## src/rtl/pwm_pkg.sv

```systemverilog
// Shared definitions for the multi-channel PWM peripheral.
// Holds the register address map, MODE and counter-direction encodings,
// and the channel-count legality check used at elaboration.
package pwm_pkg;

    // Write-only register map (byte addresses)
    localparam logic [7:0] AddrEnOut = 8'h00;  // 0x00-0x03, one byte per 8 channels
    localparam logic [7:0] AddrEnPwm = 8'h04;  // 0x04-0x07
    localparam logic [7:0] AddrPresc = 8'h08;
    localparam logic [7:0] AddrTop   = 8'h09;
    localparam logic [7:0] AddrMode  = 8'h0A;
    localparam logic [7:0] AddrDuty  = 8'h10;  // 0x10 + channel

    typedef enum logic {
        ModeEdge   = 1'b0,
        ModeCenter = 1'b1
    } pwm_mode_e;

    typedef enum logic {
        DirUp   = 1'b0,
        DirDown = 1'b1
    } pwm_dir_e;

    function automatic bit num_ch_legal(input int unsigned n);
        return (n == 8) || (n == 16) || (n == 24) || (n == 32);
    endfunction

endpackage

```

## src/rtl/pwm_timebase.sv

```systemverilog
// Shared PWM timebase: prescaler, period counter, count direction and the
// period_tick pulse.
//   clk, rst     : clock, synchronous active-high reset
//   presc        : prescaler reload; a tick occurs every presc+1 cycles
//   presc_clr    : restart the prescaler count (PRESC register written)
//   top          : counter TOP value
//   mode         : edge- or center-aligned counting
//   cnt          : current counter value
//   boundary     : combinational, high on the tick where the counter returns to 0
//   period_tick  : registered copy of boundary (cycle after the boundary tick)
module pwm_timebase
    import pwm_pkg::*;
#(
    parameter int unsigned CNT_W   = 8,
    parameter int unsigned PRESC_W = 8
) (
    input  logic               clk,
    input  logic               rst,
    input  logic [PRESC_W-1:0] presc,
    input  logic               presc_clr,
    input  logic [CNT_W-1:0]   top,
    input  pwm_mode_e          mode,
    output logic [CNT_W-1:0]   cnt,
    output logic               boundary,
    output logic               period_tick
);

    logic [PRESC_W-1:0] presc_cnt_q, presc_cnt_d;
    logic [CNT_W-1:0]   cnt_q, cnt_d;
    pwm_dir_e           dir_q, dir_d;
    pwm_mode_e          mode_seen_q, mode_seen_d;  // mode the counter is running in
    logic               period_tick_q;
    logic               tick;

    assign tick = (presc_cnt_q == presc);

    always_comb begin
        presc_cnt_d = tick ? '0 : presc_cnt_q + 1'b1;
        if (presc_clr) begin
            presc_cnt_d = '0;
        end

        cnt_d       = cnt_q;
        dir_d       = dir_q;
        mode_seen_d = mode_seen_q;
        boundary    = 1'b0;

        if (tick) begin
            if (mode != mode_seen_q) begin
                // Mode switch restarts the count but does not end a period
                cnt_d       = '0;
                dir_d       = DirUp;
                mode_seen_d = mode;
            end else if (cnt_q > top) begin
                // TOP was lowered beneath the running count
                cnt_d    = '0;
                dir_d    = DirUp;
                boundary = 1'b1;
            end else if (mode == ModeEdge) begin
                if (cnt_q == top) begin
                    cnt_d    = '0;
                    boundary = 1'b1;
                end else begin
                    cnt_d = cnt_q + 1'b1;
                end
            end else if (top == '0) begin
                cnt_d    = '0;
                dir_d    = DirUp;
                boundary = 1'b1;
            end else if (dir_q == DirUp) begin
                if (cnt_q == top) begin
                    // TOP is held for a single tick, then start down
                    cnt_d = top - 1'b1;
                    if (top == CNT_W'(1)) begin
                        boundary = 1'b1;
                    end else begin
                        dir_d = DirDown;
                    end
                end else begin
                    cnt_d = cnt_q + 1'b1;
                end
            end else begin
                if (cnt_q <= CNT_W'(1)) begin
                    cnt_d    = '0;
                    dir_d    = DirUp;
                    boundary = 1'b1;
                end else begin
                    cnt_d = cnt_q - 1'b1;
                end
            end
        end
    end

    always_ff @(posedge clk) begin
        if (rst) begin
            presc_cnt_q   <= '0;
            cnt_q         <= '0;
            dir_q         <= DirUp;
            mode_seen_q   <= ModeEdge;
            period_tick_q <= 1'b0;
        end else begin
            presc_cnt_q   <= presc_cnt_d;
            cnt_q         <= cnt_d;
            dir_q         <= dir_d;
            mode_seen_q   <= mode_seen_d;
            period_tick_q <= boundary;
        end
    end

    assign cnt         = cnt_q;
    assign period_tick = period_tick_q;

endmodule

```

## src/rtl/pwm_multi_peripheral.sv

```systemverilog
// Multi-channel PWM peripheral with a byte-wide write-only register port.
//   clk, rst     : clock, synchronous active-high reset
//   wr_valid     : register write strobe
//   wr_addr      : register address
//   wr_data      : register write data
//   out          : registered channel outputs
//   period_tick  : one-cycle pulse after each period boundary
// Duty values are double-buffered: writes land in a shadow register and are
// copied to the active register at each period boundary.
module pwm_multi_peripheral
    import pwm_pkg::*;
#(
    parameter int unsigned NUM_CH  = 16,
    parameter int unsigned CNT_W   = 8,
    parameter int unsigned PRESC_W = 8
) (
    input  logic              clk,
    input  logic              rst,
    input  logic              wr_valid,
    input  logic [7:0]        wr_addr,
    input  logic [7:0]        wr_data,
    output logic [NUM_CH-1:0] out,
    output logic              period_tick
);

    if (!num_ch_legal(NUM_CH)) begin : g_bad_num_ch
        $error("NUM_CH must be 8, 16, 24 or 32");
    end

    localparam int unsigned NumBytes = NUM_CH / 8;

    logic [NUM_CH-1:0]  en_out_q, en_pwm_q, out_q, out_d;
    logic [PRESC_W-1:0] presc_q;
    logic [CNT_W-1:0]   top_q, cnt;
    pwm_mode_e          mode_q;
    logic               boundary;

    logic wr_en_out, wr_en_pwm, wr_presc, wr_top, wr_mode;

    assign wr_en_out = wr_valid && (wr_addr[7:2] == AddrEnOut[7:2]);
    assign wr_en_pwm = wr_valid && (wr_addr[7:2] == AddrEnPwm[7:2]);
    assign wr_presc  = wr_valid && (wr_addr == AddrPresc);
    assign wr_top    = wr_valid && (wr_addr == AddrTop);
    assign wr_mode   = wr_valid && (wr_addr == AddrMode);

    always_ff @(posedge clk) begin
        if (rst) begin
            en_out_q <= '0;
            en_pwm_q <= '0;
            presc_q  <= '0;
            top_q    <= '0;
            mode_q   <= ModeEdge;
            out_q    <= '0;
        end else begin
            // Bytes past NumBytes simply have no matching slot
            for (int b = 0; b < NumBytes; b++) begin
                if (wr_en_out && (wr_addr[1:0] == 2'(b))) en_out_q[8*b +: 8] <= wr_data;
                if (wr_en_pwm && (wr_addr[1:0] == 2'(b))) en_pwm_q[8*b +: 8] <= wr_data;
            end
            if (wr_presc) presc_q <= PRESC_W'(wr_data);
            if (wr_top)   top_q   <= CNT_W'(wr_data);
            if (wr_mode)  mode_q  <= pwm_mode_e'(wr_data[0]);
            out_q <= out_d;
        end
    end

    pwm_timebase #(
        .CNT_W   (CNT_W),
        .PRESC_W (PRESC_W)
    ) u_timebase (
        .clk         (clk),
        .rst         (rst),
        .presc       (presc_q),
        .presc_clr   (wr_presc),
        .top         (top_q),
        .mode        (mode_q),
        .cnt         (cnt),
        .boundary    (boundary),
        .period_tick (period_tick)
    );

    for (genvar c = 0; c < NUM_CH; c++) begin : g_ch
        logic [CNT_W-1:0] duty_shadow_q, duty_active_q;
        logic             wr_duty;

        assign wr_duty = wr_valid && (wr_addr == AddrDuty + 8'(c));

        always_ff @(posedge clk) begin
            if (rst) begin
                duty_shadow_q <= '0;
                duty_active_q <= '0;
            end else begin
                if (wr_duty) duty_shadow_q <= CNT_W'(wr_data);
                // A write on the boundary cycle goes straight through to active
                if (boundary) duty_active_q <= wr_duty ? CNT_W'(wr_data) : duty_shadow_q;
            end
        end

        assign out_d[c] = en_out_q[c] && (!en_pwm_q[c] || (cnt < duty_active_q));
    end

    assign out = out_q;

endmodule

```

## config.mk

```make
export PLATFORM = sky130hd
export DESIGN_NAME = pwm_multi_peripheral
export DESIGN_NICKNAME = d
export VERILOG_FILES = /design/src/rtl/pwm_pkg.sv /design/src/rtl/pwm_timebase.sv /design/src/rtl/pwm_multi_peripheral.sv
export SDC_FILE = /design/constraint.sdc
export NUM_CORES = 1
export LEC_CHECK = 0
export CAP_MARGIN = 20
export CORE_MARGIN = 2
export CORE_UTILIZATION = 40
export DETAILED_ROUTE_END_ITERATION = 7
export GPL_TIMING_DRIVEN = 0
export PLACE_DENSITY = 0.65
export SLEW_MARGIN = 25
export SYNTH_ARGS = -nofsm -noshare
export SYNTH_HDL_FRONTEND = slang
export SYNTH_SLANG_ARGS = --single-unit
```

## constraint.sdc

```tcl
create_clock -name clk -period 3.35 [get_ports clk]
set_clock_uncertainty 0.15 [all_clocks]
set_input_delay 0.5025 -clock clk [delete_from_list [all_inputs] [get_ports clk]]
set_output_delay 0.5025 -clock clk [all_outputs]
set_load 0.005 [all_outputs]
```

Word level (Yosys, flattened, before mapping)
Index checks and enable logic that the tools add are counted.
{"block": "word_totals", "reg_bits": 340, "latchBits": 0, "mem_bits_rw": 0, "mem_bits_ro": 0, "elab_cells": 214, "memories": 0}
{"block": "op_classes", "addsub": 4, "mul": 0, "div_mod_pow": 0, "magnitude_cmp": 18, "n_eq_ne": 25, "shifts": 0, "mux": 42, "bitwise": 0, "n_reduce_logical": 80}
{"op": "8-bit 2-to-1 mux", "count": 24}
{"op": "8-bit by 5-bit equality test with 1-bit output, second input constant", "count": 16}
{"op": "8-bit < comparator", "count": 16}
{"op": "1-bit logical AND", "count": 41}
{"op": "8-bit by 4-bit equality test with 1-bit output, second input constant", "count": 3}
{"op": "1-bit 2-to-1 mux", "count": 18}
{"op": "8-bit by 1-bit adder with 8-bit output, second input constant", "count": 2}
{"op": "8-bit equality test", "count": 2}
{"op": "1-bit zero test", "count": 16}
{"op": "1-bit logical OR", "count": 16}
{"op": "8-bit by 1-bit subtractor with 8-bit output, second input constant", "count": 2}
{"op": "8-bit by 1-bit equality test with 1-bit output, second input constant", "count": 1}
{"op": "8-bit greater-than comparator", "count": 1}
{"op": "8-bit by 1-bit <= comparator with 1-bit output, second input constant", "count": 1}
{"op": "8-bit zero test", "count": 1}
{"op": "6-bit by 1-bit equality test with 1-bit output, second input constant", "count": 1}
{"op": "6-bit zero test", "count": 1}
{"op": "2-bit AND reduction", "count": 2}
{"op": "3-bit nonzero test", "count": 1}
{"op": "3-bit OR reduction", "count": 1}
{"op": "2-bit by 1-bit equality test with 1-bit output, second input constant", "count": 1}
{"op": "2-bit zero test", "count": 1}
{"op": "1-bit inequality test", "count": 1}

Depth between registers and ports, before layout
Gate-level depths: netlist of the first run.
{"block": "logic_depth", "word_depth": 9, "mapped_depth": 11, "ltp_nobuf": 8}

Hierarchy
Synthesis of the first run repeated with hierarchy kept, for this count alone.
{"block": "hier_totals", "cells_unflattened": 1684, "hier_area_um2": 15636.2}
{"mod": "pwm_multi_peripheral", "n_inst": 1, "cells_per_inst": 1463, "area_each_um2": 13905.8}
{"mod": "pwm_timebase", "n_inst": 1, "cells_per_inst": 221, "area_each_um2": 1730.4}

Worst setup path after synthesis of the first run
Ideal clock, no wire load.
{"block": "synth_timing", "path_kind": "register to register", "start": "reg u_timebase.cnt_q[1], in the netlist u_timebase.cnt[1]", "end": "reg g_ch[1].duty_active_q[0]", "arrival_ns": 2.508, "required_time_ns": 3.115, "slack_ns": 0.607, "path_stages_with_launch": 11, "path_buffers": 2, "path_cell_list": "dfxtp_1 inv_1 ha_1 nor2_1 nor4b_2 o21a_2 o41ai_4 buf_2 buf_2 nand3b_1 o31ai_2"}
{"block": "synth_via", "elab_chain_cells": 8, "elab_cells_between_ends": 12, "classes_between": "2 x order compare; 1 x eq/ne; 9 x mux"}
{"item": "start: declaration", "line_no": "pwm_timebase.sv:29", "text": "logic [CNT_W-1:0] cnt_q, cnt_d;"}
{"item": "start signal: assignment", "line_no": "pwm_timebase.sv:103", "text": "cnt_q <= cnt_d;"}
{"item": "8-bit by 1-bit <= comparator with 1-bit output or 8-bit equality test (tied branches)", "line_no": "pwm_timebase.sv:83, pwm_timebase.sv:60, pwm_timebase.sv:71"}
{"item": "1-bit 2-to-1 mux, on equally long branches", "line_no": "pwm_timebase.sv:83, pwm_timebase.sv:71"}
{"item": "1-bit 2-to-1 mux", "line_no": "pwm_timebase.sv:70", "text": "end else if (dir_q == DirUp) begin"}
{"item": "1-bit 2-to-1 mux", "line_no": "pwm_timebase.sv:66", "text": "end else if (top == '0) begin"}
{"item": "1-bit 2-to-1 mux", "line_no": "pwm_timebase.sv:59", "text": "end else if (mode == ModeEdge) begin"}
{"item": "1-bit 2-to-1 mux *", "line_no": "pwm_timebase.sv:54", "text": "end else if (cnt_q > top) begin"}
{"item": "1-bit 2-to-1 mux *", "line_no": "pwm_timebase.sv:49", "text": "if (mode != mode_seen_q) begin"}
{"item": "1-bit 2-to-1 mux *", "line_no": "pwm_timebase.sv:48", "text": "if (tick) begin"}
{"item": "end signal: assignment", "line_no": "pwm_multi_peripheral.sv:95", "text": "if (boundary) duty_active_q <= wr_duty ? CNT_W'(wr_data) : duty_shadow_q;"}
{"item": "end: declaration", "line_no": "pwm_multi_peripheral.sv:83", "text": "logic [CNT_W-1:0] duty_shadow_q, duty_active_q;"}
Mark *: on every way between the ends. The rest lies on a longest branch, timed or not.
A chain may end at the register's enable or synchronous reset.

Worst setup path after layout of the first run
{"block": "layout_timing", "start": "reg u_timebase.cnt_q[7], in the netlist u_timebase.cnt[7]", "end": "reg g_ch[0].duty_active_q[1]"}
{"block": "layout_via", "elab_chain_cells": 8, "elab_cells_between_ends": 12, "classes_between": "2 x order compare; 1 x eq/ne; 9 x mux"}
{"item": "8-bit by 1-bit <= comparator with 1-bit output or 8-bit equality test (tied branches)", "line_no": "pwm_timebase.sv:83, pwm_timebase.sv:60, pwm_timebase.sv:71"}
{"item": "1-bit 2-to-1 mux, on equally long branches", "line_no": "pwm_timebase.sv:83, pwm_timebase.sv:71"}
{"item": "1-bit 2-to-1 mux", "line_no": "pwm_timebase.sv:70"}
{"item": "1-bit 2-to-1 mux", "line_no": "pwm_timebase.sv:66"}
{"item": "1-bit 2-to-1 mux", "line_no": "pwm_timebase.sv:59"}
{"item": "1-bit 2-to-1 mux *", "line_no": "pwm_timebase.sv:54"}
{"item": "1-bit 2-to-1 mux *", "line_no": "pwm_timebase.sv:49"}
{"item": "1-bit 2-to-1 mux *", "line_no": "pwm_timebase.sv:48"}
{"item": "end signal: assignment", "line_no": "pwm_multi_peripheral.sv:95"}
{"item": "end: declaration", "line_no": "pwm_multi_peripheral.sv:83"}
Marks and branches as above.

==> results.toml, run 1 <==
[job]
maxCapViolations = 0

[synthesis]
yosys-top-cells-area = "dfxtp_1 41%, ha_1 9.4%, mux2i_1 8.7%, o31ai_2 7.6%, nand3b_1 6.5%"
synth_nets = 1900
syn_area_per_cell_um2 = 9.517
synth.largest_area_cell = "dfxtp_1"
yosys.area.top_type_share_pct = 40.75
ys_types = 56
synth_top_flop_cell = "dfxtp_1"
yosysSeqAreaShare_pct = 40.75
synthCells = 1755
ys_warn_count = 0
async_flop_share_pct = 0
ys_ff_latch = 340
yosys-top-cells-count = "340 x dfxtp_1, 177 x nor2_1, 146 x mux2i_1, 145 x nand3b_1, 142 x inv_1"
synth_area_mm2 = 0.01670
yosysMostFrequentCell = "dfxtp_1"
synth_edf_count = 0

[critical_path]
critical_path_class = "reg -> reg"
end_kind = "register"
crit_arrival_ns = 3.54
crit_path_start_kind = "register"
worstPathRequired_ns = 3.65
crit_path_max_fanout = 23

[layout]
fillers = 3863
syn_to_final_growth_pct = 14.82
drive_gt1_share_pct = 13.23
fin_util_pct = 46.75
nets = 1977

[die]
chipWidth_um = 208.3
die_y_um = 208.3
fp.dieArea_mm2 = 0.04341
core_mm2 = 0.04102
rows = 74
ios = 36
start_util_pct = 40.72

[clock_network]
path_clk_slew_ns = 0.06
clockRootBuffer = "clkbuf_16"
clock-sinks = 340
hold_buffers = 0
clock_path_buffers = 3
cts_tree = "built"
cts_buffers = 38
clk_latency_ns = 0.55
h-tree-depth = 2

[place]
dp_slack_ns = -0.5714
portBuffers = 31
gp_congestion = 0.8986
place.detailed.hpwl_um = 31330

[status]
status = "finished, final reports clean"

[sta]
slew_viol_final = 0
finalSetupTns_ns = 0
final.min_clock_period_ns = 3.239
hold_violations = 0
max_freq_mhz = 308.7
worst_slew_pin_slew_ns = 1.141
setup_slack_ns = 0.1108
slew_headroom_pct = 23.96
finalSetupViolCount = 0
post-route-period-util_pct = 96.69

[global_routing]
grt_pass1_vias = 13070
grt_pass1_wl_um = 72510
grt_start_max_net_pins = 24
grt_overflow_total = 0
antenna_found_initial = 3
grt_usage_pct = 21.25

[routing]
ant_nets = 0
drc_errors = 0
routedWlPerCell_um = 19.25
vias_per_cell = 5.510
dr.pass1.iters = 5
first_iter_violations = 957
vias = 13190
wl_um = 46070

[hold_path]
min_path_type = "reg -> reg"

[power]
powerDensity_mw_per_mm2 = 584.8
p_leak_nw = 7.514
ir_worst_vdd_uv = 468.0
critical path, stage by stage (launching register included):
cell and delay, ns:
dfxtp_2 0.75, ha_1 0.26, nand4_1 0.21, nor2_1 0.32
a211oi_2 0.13, o41ai_4 0.33, buf_4 0.20, buf_4 0.23
buf_2 0.29, nand3b_1 0.16, o31ai_2 0.10
report_power, final:
part	switching [W]	internal (W)	leakage, nW
Clock	0.00173	0.00274	0.664
Combinational	0.00188	0.000708	4.11
Sequential	0.0000846	0.00407	2.74
Total	0.00370	0.00752	7.51
per-stage QoR:
stage / total power [W] / std cells / hold WS, ns / instance area, um2
6_report: 0.01121 / 2393 / 0.3041 / 19180
5_1_grt: 0.01163 / 2392 / 0.3217 / 19170
4_1_cts: 0.01120 / 2390 / 0.3063 / 19150
3_5_place_dp: 0.006730 / 2322 / 0.2982 / 17800
3_3_place_gp: 0.006692 / 2318 / 0.2952 / 17680
2_1_floorplan: 0.005908 / 1755 / 0.2819 / 16700
path summary, 6_finish.rpt:
kind,from,to,slack (ns),depth (start not counted)
setup / recovery,u_timebase.cnt[7],g_ch[0].duty_active_q[1],0.11,10
hold / removal,en_out_q[11],en_out_q[11],0.30,2
setup reg to reg,u_timebase.cnt[7],g_ch[0].duty_active_q[1],0.11,10
hold reg to reg,en_out_q[11],en_out_q[11],0.30,2
layout make-up:
| class | count | area (um2) | area share [%] |
|---|---|---|---|
| multi-input cells | 1157 | 8822 | 46.00 |
| diodes | 1 | 2.502 | 0.01305 |
| clock buffers | 51 | 1124 | 5.859 |
| inverters | 143 | 536.8 | 2.799 |
| flip-flops and latches | 340 | 6817 | 35.55 |
| repair buffers | 37 | 435.4 | 2.271 |
| plain buffers | 115 | 555.5 | 2.897 |
| well taps | 532 | 665.6 | 3.471 |
| clock inverters | 17 | 219.0 | 1.142 |
layer usage:
metal	global-route usage (%)	vias to the layer above	wire, um
met5	0	-	29
li1	-	6284	-
met1	28.22	6468	20960
met4	7.070	4	1270
met2	35.44	334	21350
met3	3.019	95	2459
cells in the final DEF (no fill, tap or decap), types with 7 or more instances in the layout:
cell type,n
dfxtp_2,8
clkinv_2,9
xor2_1,8
nand2b_1,35
o31ai_1,28
buf_6,12
clkbuf_1,86
a21o_1,19
a21oi_1,61
and3_1,7
a31o_2,16
dfxtp_1,332
nor2_1,176
clkdlybuf4s50_1,31
a211oi_1,22
nand3b_1,145
a31oi_1,17
o21ai_0,43
inv_1,142
nand2_1,105
xnor2_1,15
mux2i_1,146
nand3_1,22
clkbuf_16,41
buf_2,16
ha_1,126
o31ai_2,101
nor3_1,8
cells by family after synthesis:
family | share of synthesized area [%]
buffers and inverters | 6.472
flip-flops | 40.75
multiplexers | 8.750
AND/OR/NAND/NOR | 17.15
adder cells (fa/ha/maj) | 9.439
XOR/XNOR | 1.206
AO/OA/AOI/OAI | 16.23
flip-flops by register name, summed over array words and instances (netlist names):
| register | cells |
|---|---|
| u_timebase.mode_seen_q | 1 |
| u_timebase.dir_q | 1 |
| u_timebase.period_tick | 1 |
| g_ch.duty_shadow_q | 128 |
| out | 16 |
| g_ch.duty_active_q | 128 |
| u_timebase.cnt | 8 |
| mode_q | 1 |
| en_out_q | 16 |
| top_q | 8 |
| en_pwm_q | 16 |
| presc_q | 8 |
| u_timebase.presc_cnt_q | 8 |
timing repair:
action | 4_1_cts | 5_1_grt
setup buffers | 0 | 2
gates resized for setup | 4 | 4
endpoints found under the setup margin | 134 | 129
pin swaps | 0 | 1
Power figures use the tool's default switching activity.
==> run 2, diff against run 1 <==
CORE_MARGIN = unset   (was 2)
CTS_CLUSTER_DIAMETER = 80   (was unset)
==> run 2 against run 1 <==
Compared with the run above:
- the flow now finishes with violations (design-rule violations)
- critical path type unchanged
- die area down 1.9%
- critical path depth up 2
- highest routed layer unchanged
- critical endpoint is now g_ch[12].duty_active_q[6]
- utilization shrank 0.40 points
- maximum frequency up 2.5%
==> results.toml, run 2 (same netlist as run 1, synthesis figures left out) <==
[status]
status = "finished with violations"
violations = "design-rule violations"

[layout]
syn_to_final_growth_pct = 13.84
fillers = 3889
drive_gt1_share_pct = 12.81
final_common_cell = "dfxtp_1"
stdcell_count = 2390
largestRegisters = "g_ch.duty_active_q: 128 flops, g_ch.duty_shadow_q: 128 flops"
multi_input_area_mm2 = 0.008822
fin_util_pct = 46.35
nets = 1977
seq_area_mm2 = 0.006817
mostFrequentLayoutCells = "332 x dfxtp_1, 176 x nor2_1, 146 x mux2i_1, 145 x nand3b_1, 142 x inv_1"
antennaDiodeCount = 0

[die]
rows = 74
chipWidth_um = 206.3
die_y_um = 206.3
ios = 36
fp.dieArea_mm2 = 0.04258
core_mm2 = 0.04102
start_util_pct = 40.72

[global_routing]
grt_start_max_net_pins = 24
grt_usage_pct = 21.81
grt_pass1_vias = 12760
grt_pass1_wl_um = 71530
antenna_found_initial = 1
grt_overflow_total = 0

[power]
ir_worst_vdd_uv = 375.2
p_total_w = 0.01076
p_leak_nw = 7.433
powerDensity_mw_per_mm2 = 565.7

[routing]
wl_um = 45660
vias_per_cell = 5.446
dr.pass1.iters = 8
ant_nets = 0
routedWlPerCell_um = 19.10
drc_errors = 2
vias = 13020
first_iter_violations = 839

[place]
portBuffers = 31
dp.cells = 2322
gp_congestion = 0.9079
place.detailed.hpwl_um = 31400

[clock_network]
cts_tree = "built"
clock-sinks = 340
hold_buffers = 0
clk_latency_ns = 0.54
clockRootBuffer = "clkbuf_16"
cts_buffers = 39
h-tree-depth = 2
clock_path_buffers = 3
path_clk_slew_ns = 0.06

[critical_path]
worstPathRequired_ns = 3.65
rrSetupSlack_ns = 0.19
crit_path_max_fanout = 10
slowest_stage = "dfxtp_2"
max_stage_delay_ns = 0.48
critPathBufInv = 5
critPathMostFrequentCell = "buf_4"
crit_arrival_ns = 3.46
timing.rr.start = "u_timebase.cnt[0]"
worstPathCellList = "buf_4 -> inv_1 -> ha_1 -> nand4_1 -> nor2_1 -> a211oi_2 -> o41ai_4 -> buf_4 -> buf_4 -> buf_2 -> nand3b_1 -> o31ai_2"
critical_path_class = "reg -> reg"
path_delay_family = "buffers and inverters"
end_kind = "register"
reg2reg_depth = 12
crit_path_start_kind = "register"
rr_endpoint = "g_ch[12].duty_active_q[6]"

[sta]
finalSetupViolCount = 0
slew_headroom_pct = 34.05
worst_slew_pin_slew_ns = 0.9893
rsz0062_at_grt = "no"
finalSetupTns_ns = 0
final.min_clock_period_ns = 3.160
hold_slack_ns = 0.3108
hold_violations = 0
max_freq_mhz = 316.4
slew_viol_final = 0
post-route-period-util_pct = 94.34

[job]
maxCapViolations = 0

[hold_path]
min_path_type = "reg -> reg"
min_to = "en_out_q[12]"
hp-start = "en_out_q[12]"
worstHoldPathCells = 2
[run 2: changes by cell type in the layout (fill, tap and decap cells not counted), sizes merged]
cell      change
bufinv        -5
buf           -1
clkinvlp      -1
diode         -1
clkbuf        +7
clkinv        -3
inv           +1
[run 2: power by group]
part / total, W / leakage [nW] / internal, W / switching (W)
logic: 0.00257 / 4.11 / 0.000700 / 0.00187
registers: 0.00416 / 2.74 / 0.00407 / 0.0000865
clock network: 0.00403 / 0.585 / 0.00232 / 0.00170
[run 2: layout make-up]
class                   instances  area share (%)
multi-input cells            1157           46.40
flip-flops and latches        340           35.85
clock buffers                  58           5.929
well taps                     532           3.501
plain buffers                 115           2.942
inverters                     143           2.823
repair buffers                 36           2.251
clock inverters                 9          0.3027
[run 2: metrics by stage]
stage          instance area (um2)  setup slack, ns
2_1_floorplan                16700           0.6074
4_1_cts                      18990          0.06433
3_3_place_gp                 17680          -0.7520
6_report                     19010           0.1896
3_5_place_dp                 17800          -0.5147
5_1_grt                      19010          0.02698
[run 2: worst reg2reg max path: cells and delay by family (launching register included)]
| kind | cells | cell delay [ns] |
|---|---|---|
| buffers and inverters | 5 | 1.12 |
| AO/OA/AOI/OAI | 3 | 0.54 |
| flip-flops | 1 | 0.48 |
| AND/OR/NAND/NOR | 3 | 0.48 |
| adder cells (fa/ha/maj) | 1 | 0.30 |
[run 2: how the worst max path moves through the flow]
stage                           start                         to  cells after the start
finish              u_timebase.cnt[0]  g_ch[12].duty_active_q[6]                     12
global route        u_timebase.cnt[0]  g_ch[11].duty_active_q[0]                     12
CTS                 u_timebase.cnt[0]   g_ch[0].duty_active_q[0]                     11
detailed placement  u_timebase.cnt[0]   g_ch[0].duty_active_q[3]                     11
global placement    u_timebase.cnt[1]   g_ch[0].duty_active_q[1]                     10
floorplan           u_timebase.cnt[1]   g_ch[1].duty_active_q[0]                     10
[run 2: timing repair]
action                                  CTS  global route
gates resized for setup                   5             4
endpoints found under the setup margin  134           130
buffers inserted                          0             1
pin swaps                                 1             1
cloned                                    0             0
[run 2: metal layers]
layer / wire length [um] / GRT usage [%]
met1: 20890 / 28.88
met2: 20660 / 36.04
met3: 2727 / 3.532
met4: 1362 / 6.907
met5: 16 / 0
==> run 3, diff against run 2 <==
ABC_AREA = 1   (was unset)
CTS_CLUSTER_DIAMETER = unset   (was 80)
==> run 3 against run 2 <==
Compared with the run above:
- the run now ends clean
- global-route usage is 1.5 points higher
- maximum frequency is 0.72% lower
- via count is 19% higher
- setup slack worse by 0.023 ns
- non-clock buffer count is 28 higher
- critical path depth is 2 higher
- routed wire length is 10% higher
- total power is 11% higher
- sequential power is 9.9% higher
- cell count is 24% higher
- final area is 1.7% higher
- critical path type unchanged
- critical endpoint is now g_ch[14].duty_active_q[2]
==> results.toml, run 3 <==
[synthesis]
yosys-top-cells-area = "dfxtp_1 40%, ha_1 9.3%, a21oi_1 9.1%, nand2_1 8.8%, nor2_1 8.0%"
synth_area_mm2 = 0.01690
syn_area_per_cell_um2 = 7.230
ys_types = 42
ys_warn_count = 0
ys_ff_latch = 340
yosys-top-cells-count = "394 x nand2_1, 360 x nor2_1, 340 x dfxtp_1, 306 x a21oi_1, 241 x inv_1"
synth_nets = 2482
synth_top_flop_cell = "dfxtp_1"
yosysMostFrequentCell = "nand2_1"
yosys.area.top_type_share_pct = 40.28
async_flop_share_pct = 0
synthCells = 2337
yosysSeqAreaShare_pct = 40.28
synth_edf_count = 0
synth.largest_area_cell = "dfxtp_1"

[die]
fp.dieArea_mm2 = 0.04307
start_util_pct = 41.01
chipWidth_um = 207.5
rows = 74
ios = 36
die_y_um = 207.5
core_mm2 = 0.04120

[sta]
final.min_clock_period_ns = 3.183
hold_violations = 0
post-route-period-util_pct = 95.03
hold_slack_ns = 0.3123
slew_viol_final = 0
slew_headroom_pct = 25.65
finalSetupViolCount = 0
finalSetupTns_ns = 0
rsz0062_at_grt = "no"
worst_slew_pin_slew_ns = 1.115
max_freq_mhz = 314.1

[critical_path]
critPathBufInv = 5
end_kind = "register"
worstPathCellList = "clkinv_2 -> buf_2 -> ha_1 -> nand2_1 -> nor2_1 -> nand2_1 -> buf_2 -> nand2_2 -> nand3_4 -> buf_6 -> buf_6 -> nand3_1 -> nand2_1 -> nor2_1"
crit_arrival_ns = 3.45
critPathMostFrequentCell = "nand2_1"
crit_start = "u_timebase.cnt[0]"
path_delay_family = "buffers and inverters"
crit_path_max_fanout = 11
max_stage_delay_ns = 0.46
slowest_stage = "dfxtp_1"
timing.rr.start = "u_timebase.cnt[0]"
crit_path_start_kind = "register"
worstPathRequired_ns = 3.62
critical_path_class = "reg -> reg"

[layout]
fillers = 4060
final_common_cell = "nand2_1"
stdcell_count = 2975
drive_gt1_share_pct = 8.555
nets = 2564
antennaDiodeCount = 0
largestRegisters = "g_ch.duty_active_q: 128 flops, g_ch.duty_shadow_q: 128 flops"
syn_to_final_growth_pct = 14.48
mostFrequentLayoutCells = "394 x nand2_1, 360 x nor2_1, 333 x dfxtp_1, 306 x a21oi_1, 241 x inv_1"

[routing]
vias_per_cell = 5.197
ant_nets = 0
vias = 15460
wl_um = 50240
routedWlPerCell_um = 16.89
dr.pass1.iters = 5
drc_errors = 0
first_iter_violations = 1185

[clock_network]
path_clk_slew_ns = 0.07
hold_buffers = 0
h-tree-depth = 2
clock-sinks = 340
cts_buffers = 39
cts_tree = "built"
clock_path_buffers = 3
clk_latency_ns = 0.54
clockRootBuffer = "clkbuf_16"

[power]
ir_worst_vdd_uv = 339.5
p_leak_nw = 9.316
powerDensity_mw_per_mm2 = 614.7
p_total_w = 0.01189

[job]
maxCapViolations = 0

[place]
portBuffers = 34
place.detailed.hpwl_um = 34930
gp_congestion = 0.8912
dp.cells = 2910

[hold_path]
min_path_type = "reg -> reg"
hp-start = "en_pwm_q[6]"

[global_routing]
grt_start_max_net_pins = 19
grt_usage_pct = 23.35
grt_pass1_wl_um = 78740
grt_pass1_vias = 14370
antenna_found_initial = 0
grt_overflow_total = 0

[status]
status = "finished, final reports clean"
[run 3: cell types whose count changed after synthesis, sizes merged, moves of 144 or more]
| cell | delta |
|---|---|
| nand2 | +300 |
| a21oi | +246 |
| nor2 | +191 |
| nand3 | +150 |
| mux2i | -146 |
| nand3b | -144 |
[run 3: per-layer routing]
| metal | track usage (%) | share of wire [%] |
|---|---|---|
| met5 | 0 | 0 |
| met4 | 8.492 | 3.1 |
| met3 | 2.466 | 6.4 |
| met2 | 38.20 | 45 |
| met1 | 31.78 | 45 |
[run 3: what timing repair did]
item,4_1_cts,5_1_grt
endpoints found under the setup margin,135,119
buffers inserted,0,0
gates resized for setup,2,1
[run 3: kinds of logic after synthesis]
family          share of synthesized area (%)
fa+ha+maj                               9.331
flops                                   40.28
buf+inv                                 10.34
compound gates                          15.60
simple gates                            23.99
xor+xnor                               0.4666
[run 3: area by class of cell]
cell class	count	area (um2)	share of cell area, %
multi-input cells	1605	8343	43.13
repair buffers	41	505.5	2.613
inverters	254	954.7	4.936
plain buffers	138	797.0	4.121
clock buffers	60	1207	6.242
well taps	532	665.6	3.441
clock inverters	5	53.80	0.2782
flip-flops and latches	340	6815	35.24
[run 3: final timing paths]
kind / to / slack, ns / cells past startpoint
setup reg to reg: g_ch[14].duty_active_q[2] / 0.17 / 14
hold reg to reg: out[6] / 0.31 / 1
setup / recovery: g_ch[14].duty_active_q[2] / 0.17 / 14
hold / removal: out[6] / 0.31 / 1
[run 3: worst reg2reg max path: stages, from the launching register on]
cell and delay, ns:
dfxtp_1 0.46, clkinv_2 0.31, buf_2 0.36, ha_1 0.33, nand2_1 0.07, nor2_1 0.04, nand2_1 0.09, buf_2 0.25
nand2_2 0.15, nand3_4 0.16, buf_6 0.26, buf_6 0.20, nand3_1 0.09, nand2_1 0.11, nor2_1 0.05
[run 3: power by group]
group          switching (W)  internal (W)  total, W
combinational        0.00191       0.00119   0.00310
sequential          0.000185       0.00438   0.00457
clock                0.00168       0.00254   0.00423
total                0.00378       0.00811    0.0119
[run 3: through the flow]
step | setup slack, ns | util [%] | area (um2)
6_report | 0.1666 | 46.95 | 19340
5_1_grt | 0.004720 | 46.95 | 19340
3_5_place_dp | -0.3894 | 43.88 | 18080
4_1_cts | 0.03976 | 46.95 | 19340
2_1_floorplan | 0.9380 | - | 16900
3_3_place_gp | -0.3650 | 43.45 | 17900
